<file path="config.mk">
export PLATFORM = sky130hd
export DESIGN_NAME = nes_oam_dma_flat
export DESIGN_NICKNAME = d
export VERILOG_FILES = /design/src/rtl/nes_oam_dma_if.sv /design/src/rtl/nes_oam_dma.sv /design/src/flat_wrapper.sv
export SDC_FILE = /design/constraint.sdc
export NUM_CORES = 1
export LEC_CHECK = 0
export ABC_AREA = 1
export CORE_MARGIN = 1.5
export CORE_UTILIZATION = 49
export CTS_BUF_LIST = sky130_fd_sc_hd__clkbuf_2
export CTS_CLUSTER_SIZE = 12
export DETAILED_ROUTE_END_ITERATION = 10
export PLACE_DENSITY = 0.95
export SLEW_MARGIN = 5
export SYNTH_ARGS = -nofsm -noshare
export SYNTH_HDL_FRONTEND = slang
export SYNTH_SLANG_ARGS = --single-unit
</file>
<file path="constraint.sdc">
create_clock -name clk -period 2.45 [get_ports clk]
set_input_delay 0.245 -clock clk [delete_from_list [all_inputs] [get_ports clk]]
set_output_delay 0.245 -clock clk [all_outputs]
set_load 0.03 [all_outputs]
</file>
<file path="src/rtl/nes_oam_dma_if.sv">
// nes_oam_dma_if: CPU-side inputs (cpu_addr/cpu_dout/cpu_rw_n), arbitrated bus (bus_addr/bus_dout/bus_rw_n/bus_din) and status (cpu_rdy/dma_active)
interface nes_oam_dma_if;
  logic [15:0] cpu_addr;
  logic [7:0] cpu_dout;
  logic cpu_rw_n;
  logic cpu_rdy;
  logic [15:0] bus_addr;
  logic [7:0] bus_dout;
  logic bus_rw_n;
  logic [7:0] bus_din;
  logic dma_active;
  modport master(output cpu_addr, cpu_dout, cpu_rw_n, bus_din, input cpu_rdy, bus_addr, bus_dout, bus_rw_n, dma_active);
  modport slave(input cpu_addr, cpu_dout, cpu_rw_n, bus_din, output cpu_rdy, bus_addr, bus_dout, bus_rw_n, dma_active);
endinterface

</file>
<file path="src/rtl/nes_oam_dma.sv">
// nes_oam_dma: sprite DMA + CPU bus arbiter; clk/rst (async high), io.slave carries cpu_* in, bus_* out, bus_din in, cpu_rdy/dma_active out
module nes_oam_dma #(
  parameter logic [15:0] DMA_REG_ADDR = 16'h4014,
  parameter logic [15:0] OAM_DATA_ADDR = 16'h2004
) (
  input logic clk,
  input logic rst,
  nes_oam_dma_if.slave io
);
  typedef enum logic [2:0] {IDLE, HALT, ALIGN, READ, WRITE} state_t;
  state_t state, state_n;
  logic [7:0] page, idx, data_q;
  logic cyc_par;
  logic trig;
  assign trig = state == IDLE && !io.cpu_rw_n && io.cpu_addr == DMA_REG_ADDR;
  always_ff @(posedge clk or posedge rst) begin
    if (rst) begin
      state <= IDLE;
      page <= '0;
      idx <= '0;
      data_q <= '0;
      cyc_par <= 1'b0;
    end else begin
      state <= state_n;
      cyc_par <= ~cyc_par;
      if (trig) begin
        page <= io.cpu_dout;
        idx <= '0;
      end
      if (state == READ) data_q <= io.bus_din;
      if (state == WRITE) idx <= idx + 8'd1;
    end
  end
  always_comb begin
    state_n = state;
    case (state)
      IDLE: state_n = trig ? HALT : IDLE;
      HALT: state_n = cyc_par ? READ : ALIGN;
      ALIGN: state_n = READ;
      READ: state_n = WRITE;
      WRITE: state_n = idx == 8'hff ? IDLE : READ;
      default: state_n = IDLE;
    endcase
  end
  assign io.cpu_rdy = state == IDLE;
  assign io.dma_active = state != IDLE;
  assign io.bus_addr = state == READ ? {page, idx} : state == WRITE ? OAM_DATA_ADDR : io.cpu_addr;
  assign io.bus_rw_n = state == IDLE ? io.cpu_rw_n : state != WRITE;
  assign io.bus_dout = state == WRITE ? data_q : io.cpu_dout;
endmodule

</file>
<file path="src/flat_wrapper.sv">
// flat-port wrapper written by rule: the top's interface ports become plain ports
module nes_oam_dma_flat 
#(
  parameter logic [15:0] DMA_REG_ADDR = 16'h4014,
  parameter logic [15:0] OAM_DATA_ADDR = 16'h2004
)
  (clk, rst, io_cpu_addr, io_cpu_dout, io_cpu_rw_n, io_bus_din, io_cpu_rdy, io_bus_addr, io_bus_dout, io_bus_rw_n, io_dma_active);
  nes_oam_dma_if io_i ();
  input logic clk;
  input logic rst;
  input wire logic [$bits(io_i.cpu_addr)-1:0] io_cpu_addr;
  input wire logic [$bits(io_i.cpu_dout)-1:0] io_cpu_dout;
  input wire logic [$bits(io_i.cpu_rw_n)-1:0] io_cpu_rw_n;
  input wire logic [$bits(io_i.bus_din)-1:0] io_bus_din;
  output wire logic [$bits(io_i.cpu_rdy)-1:0] io_cpu_rdy;
  output wire logic [$bits(io_i.bus_addr)-1:0] io_bus_addr;
  output wire logic [$bits(io_i.bus_dout)-1:0] io_bus_dout;
  output wire logic [$bits(io_i.bus_rw_n)-1:0] io_bus_rw_n;
  output wire logic [$bits(io_i.dma_active)-1:0] io_dma_active;
  assign io_i.cpu_addr = io_cpu_addr;
  assign io_i.cpu_dout = io_cpu_dout;
  assign io_i.cpu_rw_n = io_cpu_rw_n;
  assign io_i.bus_din = io_bus_din;
  assign io_cpu_rdy = io_i.cpu_rdy;
  assign io_bus_addr = io_i.bus_addr;
  assign io_bus_dout = io_i.bus_dout;
  assign io_bus_rw_n = io_i.bus_rw_n;
  assign io_dma_active = io_i.dma_active;
  nes_oam_dma #(.DMA_REG_ADDR(DMA_REG_ADDR), .OAM_DATA_ADDR(OAM_DATA_ADDR)) u_core (.clk(clk), .rst(rst), .io(io_i));
endmodule
</file>
==> results of run 1 <==
-- logic make-up (layout without fill, tap and decap cells) --
group	Yosys count	after routing	share of synthesized area, %
XOR/XNOR	1	1	0.5178
buffers and inverters	38	102	9.615
AO/OA/AOI/OAI	27	27	8.876
flip-flops	28	28	41.42
AND/OR/NAND/NOR	144	144	38.83
adder cells (fa/ha/maj)	1	1	0.7395
-- critical path: cells and delay by family, from the launching register on --
| family | cells | cell delay [ns] |
|---|---|---|
| flops | 1 | 0.51 |
| compound gates | 1 | 0.19 |
| simple gates | 2 | 0.33 |
| buf+inv | 2 | 0.63 |
-- state kept, by name, summed over array words and instances, names as in the netlist --
name            count
u_core.data_q       8
u_core.page         8
u_core.state        3
u_core.cyc_par      1
u_core.idx          8
-- worst min-delay path by stage --
| stage | end | start |
|---|---|---|
| CTS | u_core.data_q[4] | rst |
| detailed placement | u_core.cyc_par | u_core.cyc_par |
| global route | u_core.idx[0] | rst |
| global placement | u_core.cyc_par | u_core.cyc_par |
| floorplan | u_core.cyc_par | rst |
| finish | u_core.idx[0] | rst |
-- where the power goes --
group | leakage (nW) | switching, mW | internal (mW)
combinational | 0.860 | 0.741 | 0.398
clock | 0.0266 | 0.147 | 0.140
sequential | 0.366 | 0.0791 | 0.568
total | 1.25 | 0.967 | 1.11
-- layout by cell type, fill, tap and decap left out, types with 3 or more instances in the layout --
| cell type | synthesis | layout |
|---|---|---|
| sky130_fd_sc_hd__nand2_1 | 88 | 87 |
| sky130_fd_sc_hd__clkbuf_2 | 0 | 4 |
| sky130_fd_sc_hd__inv_1 | 29 | 29 |
| sky130_fd_sc_hd__nand4_1 | 9 | 9 |
| sky130_fd_sc_hd__clkdlybuf4s50_1 | 0 | 37 |
| sky130_fd_sc_hd__nor2_1 | 21 | 21 |
| sky130_fd_sc_hd__nand3_1 | 16 | 16 |
| sky130_fd_sc_hd__dfrtp_1 | 28 | 27 |
| sky130_fd_sc_hd__nor2_4 | 3 | 3 |
| sky130_fd_sc_hd__dlygate4sd2_1 | 0 | 14 |
| sky130_fd_sc_hd__o22ai_1 | 3 | 3 |
| sky130_fd_sc_hd__o21ai_0 | 21 | 21 |
| sky130_fd_sc_hd__buf_4 | 0 | 11 |
-- routing by layer --
metal	GRT usage, %	share of wire, %	vias to the layer above
met4	9.422	1.2	0
met2	43.01	49	95
met1	34.70	43	851
met5	0	0	-
met3	3.313	6.9	6
li1	-	-	885
-- cell type report --
class                      instances  area share (%)
tap                               46           2.429
clock buffer                       3          0.6336
sequential                        28           29.62
inverter                          32           5.069
timing repair buffer              66           25.92
multi-input combinational        173           35.06
clock inverter                     1           1.267
==> results.toml, run 1 <==
[worst_setup_path]
slack_of_the_worst_reg_to_reg_path_ns = 0.82
critical_path_class = "register to primary output"
crit_slowest_cell = "sky130_fd_sc_hd__dfrtp_1"
worstSetupStartpoint = "u_core.state[0]"
worst_r2r_startpoint = "u_core.idx[0]"
crit_end = "io_bus_dout[3]"
worstPathCellList = "nor2_4, nand2_4, buf_4, o21ai_0, dlygate4sd2_1"
worst_ep_required_time_ns = 2.20
reg2regPathDepth = 6
setup.worst_path.start_class = "register"
timing.critical_path.to_type = "primary output"
crit_path_max_incr_delay_ns = 0.51
timing.rr.end = "u_core.state[0]"
critical_path_peak_fanout = 13
crit_arrival_ns = 2.04

[finish]
sequential_cell_area_um2 = 701.9
multiInputGateArea_um2 = 830.8
flow.area_growth_from_synthesis_pct = 40.09
finalInstanceArea_um2 = 2370
share_of_layout_cells_above_drive_strength_1_pct = 9.241
n_antenna_cell = 0
final_standard_cell_count_with_taps_included_and_fillers_excluded = 349
nNetsFinal = 340
fillerInstances = 291
finish.utilization_pct = 71.58

[synth]
synth.top_cells.by_area = "sky130_fd_sc_hd__dfrtp_1 41%, sky130_fd_sc_hd__nand2_1 20%, sky130_fd_sc_hd__inv_1 6.4%"
synth_top_area_share_pct = 41.42
yosys_cell_types = 24
synthMostInstantiatedCell = "sky130_fd_sc_hd__nand2_1"
synth.ff_latch_count = 28
seq_area_frac_synth_pct = 41.42
yosysWarningCount = 0
dominantRegCellSynth = "sky130_fd_sc_hd__dfrtp_1"
mappedNetlistNets = 275
synthesis.instances = 239
synth_enable_flop_cells = 0
synth_largest_area_cell = "sky130_fd_sc_hd__dfrtp_1"
postSynth.asyncResetShare_pct = 100.0
netlist_area_um2 = 1692
synth_common_cells = "88 x sky130_fd_sc_hd__nand2_1, 29 x sky130_fd_sc_hd__inv_1, 28 x sky130_fd_sc_hd__dfrtp_1"
syn-mean-instance-area_um2 = 7.078

[timing]
tightest_slew_ns = 0.3680
clock.fmax_mhz = 437.1
fin_setup_tns_ns = 0
timing_hold_violations_final = 0
maxSlewViolCount = 0
final_critical_path_setup_slack_ns = 0.1623
rsz0062_at_grt = "false"
setup_viols_final = 0
final.period_utilization_pct = 93.38
fin_worst_skew_ns = 0.006212
worst_hold_slack_ns = 0.1684
finalWorstPathRequiredPeriod_ns = 2.288
maxSlewHeadroom_pct = 75.21

[power]
ir_drop_v = 0.0007053
final_total_power_mw = 2.073
power_density_nw_per_um2 = 874.9
power_leakage_nw = 1.252

[placed_design]
placement.cell_area_um2 = 2340
dp_cells = 345
dp_hpwl_um = 3593
io_buffer_count = 61
dp_slack_ns = 0.3281
globalplace.congestion = 0.8813

[clocking]
cts.sinks = 28
ctsHoldBuffers = 0
clock_latency_at_the_later_pin_of_the_worst_skew_pair_ns = 0.39
clk_transition_reported_paths_ns = 0.27
cts.repair_timing.setup_buffer_count = 0
h-tree-depth = 1
clockBufferDepth = 2
cts_tree = "yes"
clock-root-buffer = "sky130_fd_sc_hd__clkbuf_2"
cts_buffers = 3
cts-resized-gates = 16

[min_path]
path_class_of_the_lowest_slack_min_delay_path = "input pin to async pin"

[routing]
avgViaCountPerCell = 5.264
routed-via-count = 1837
drcViolationCount = 0
final_antenna_net_count = 0
routed_wirelength_um = 4791
detail_route.first_pass.iterations = 4
wire_per_inst_um = 13.73
first_iter_violations = 127

[global_routing]
grt_pass1_wl_um = 7238
grt.total_usage_pct = 25.85
grt_antenna_before_repair = 0
via_count_of_the_first_global_routing_pass = 1641
grt_max_degree = 29
globalRoute.totalOverflow = 0

[floorplanning]
core_area_um2 = 3311
die_outline_width_um = 61.76
rows = 21
start_util_pct = 51.10
die_y_um = 61.76
die_area_um2 = 3814
top_level_ports = 62

[run_status]
run_status = "finished clean"

[flow_run]
max-cap-violations = 0
No activity file was read; power rests on OpenSTA's default activity.
==> run 2: changes to the inputs <==
--- a/config.mk
+++ b/config.mk
@@ -6,6 +6,7 @@
 export NUM_CORES = 1
 export LEC_CHECK = 0
 export ABC_AREA = 1
+export CAP_MARGIN = 20
 export CORE_MARGIN = 1.5
 export CORE_UTILIZATION = 49
 export CTS_BUF_LIST = sky130_fd_sc_hd__clkbuf_2
==> results of run 2 <==
Final layout, timing and power as in run 1 (identical DEF).
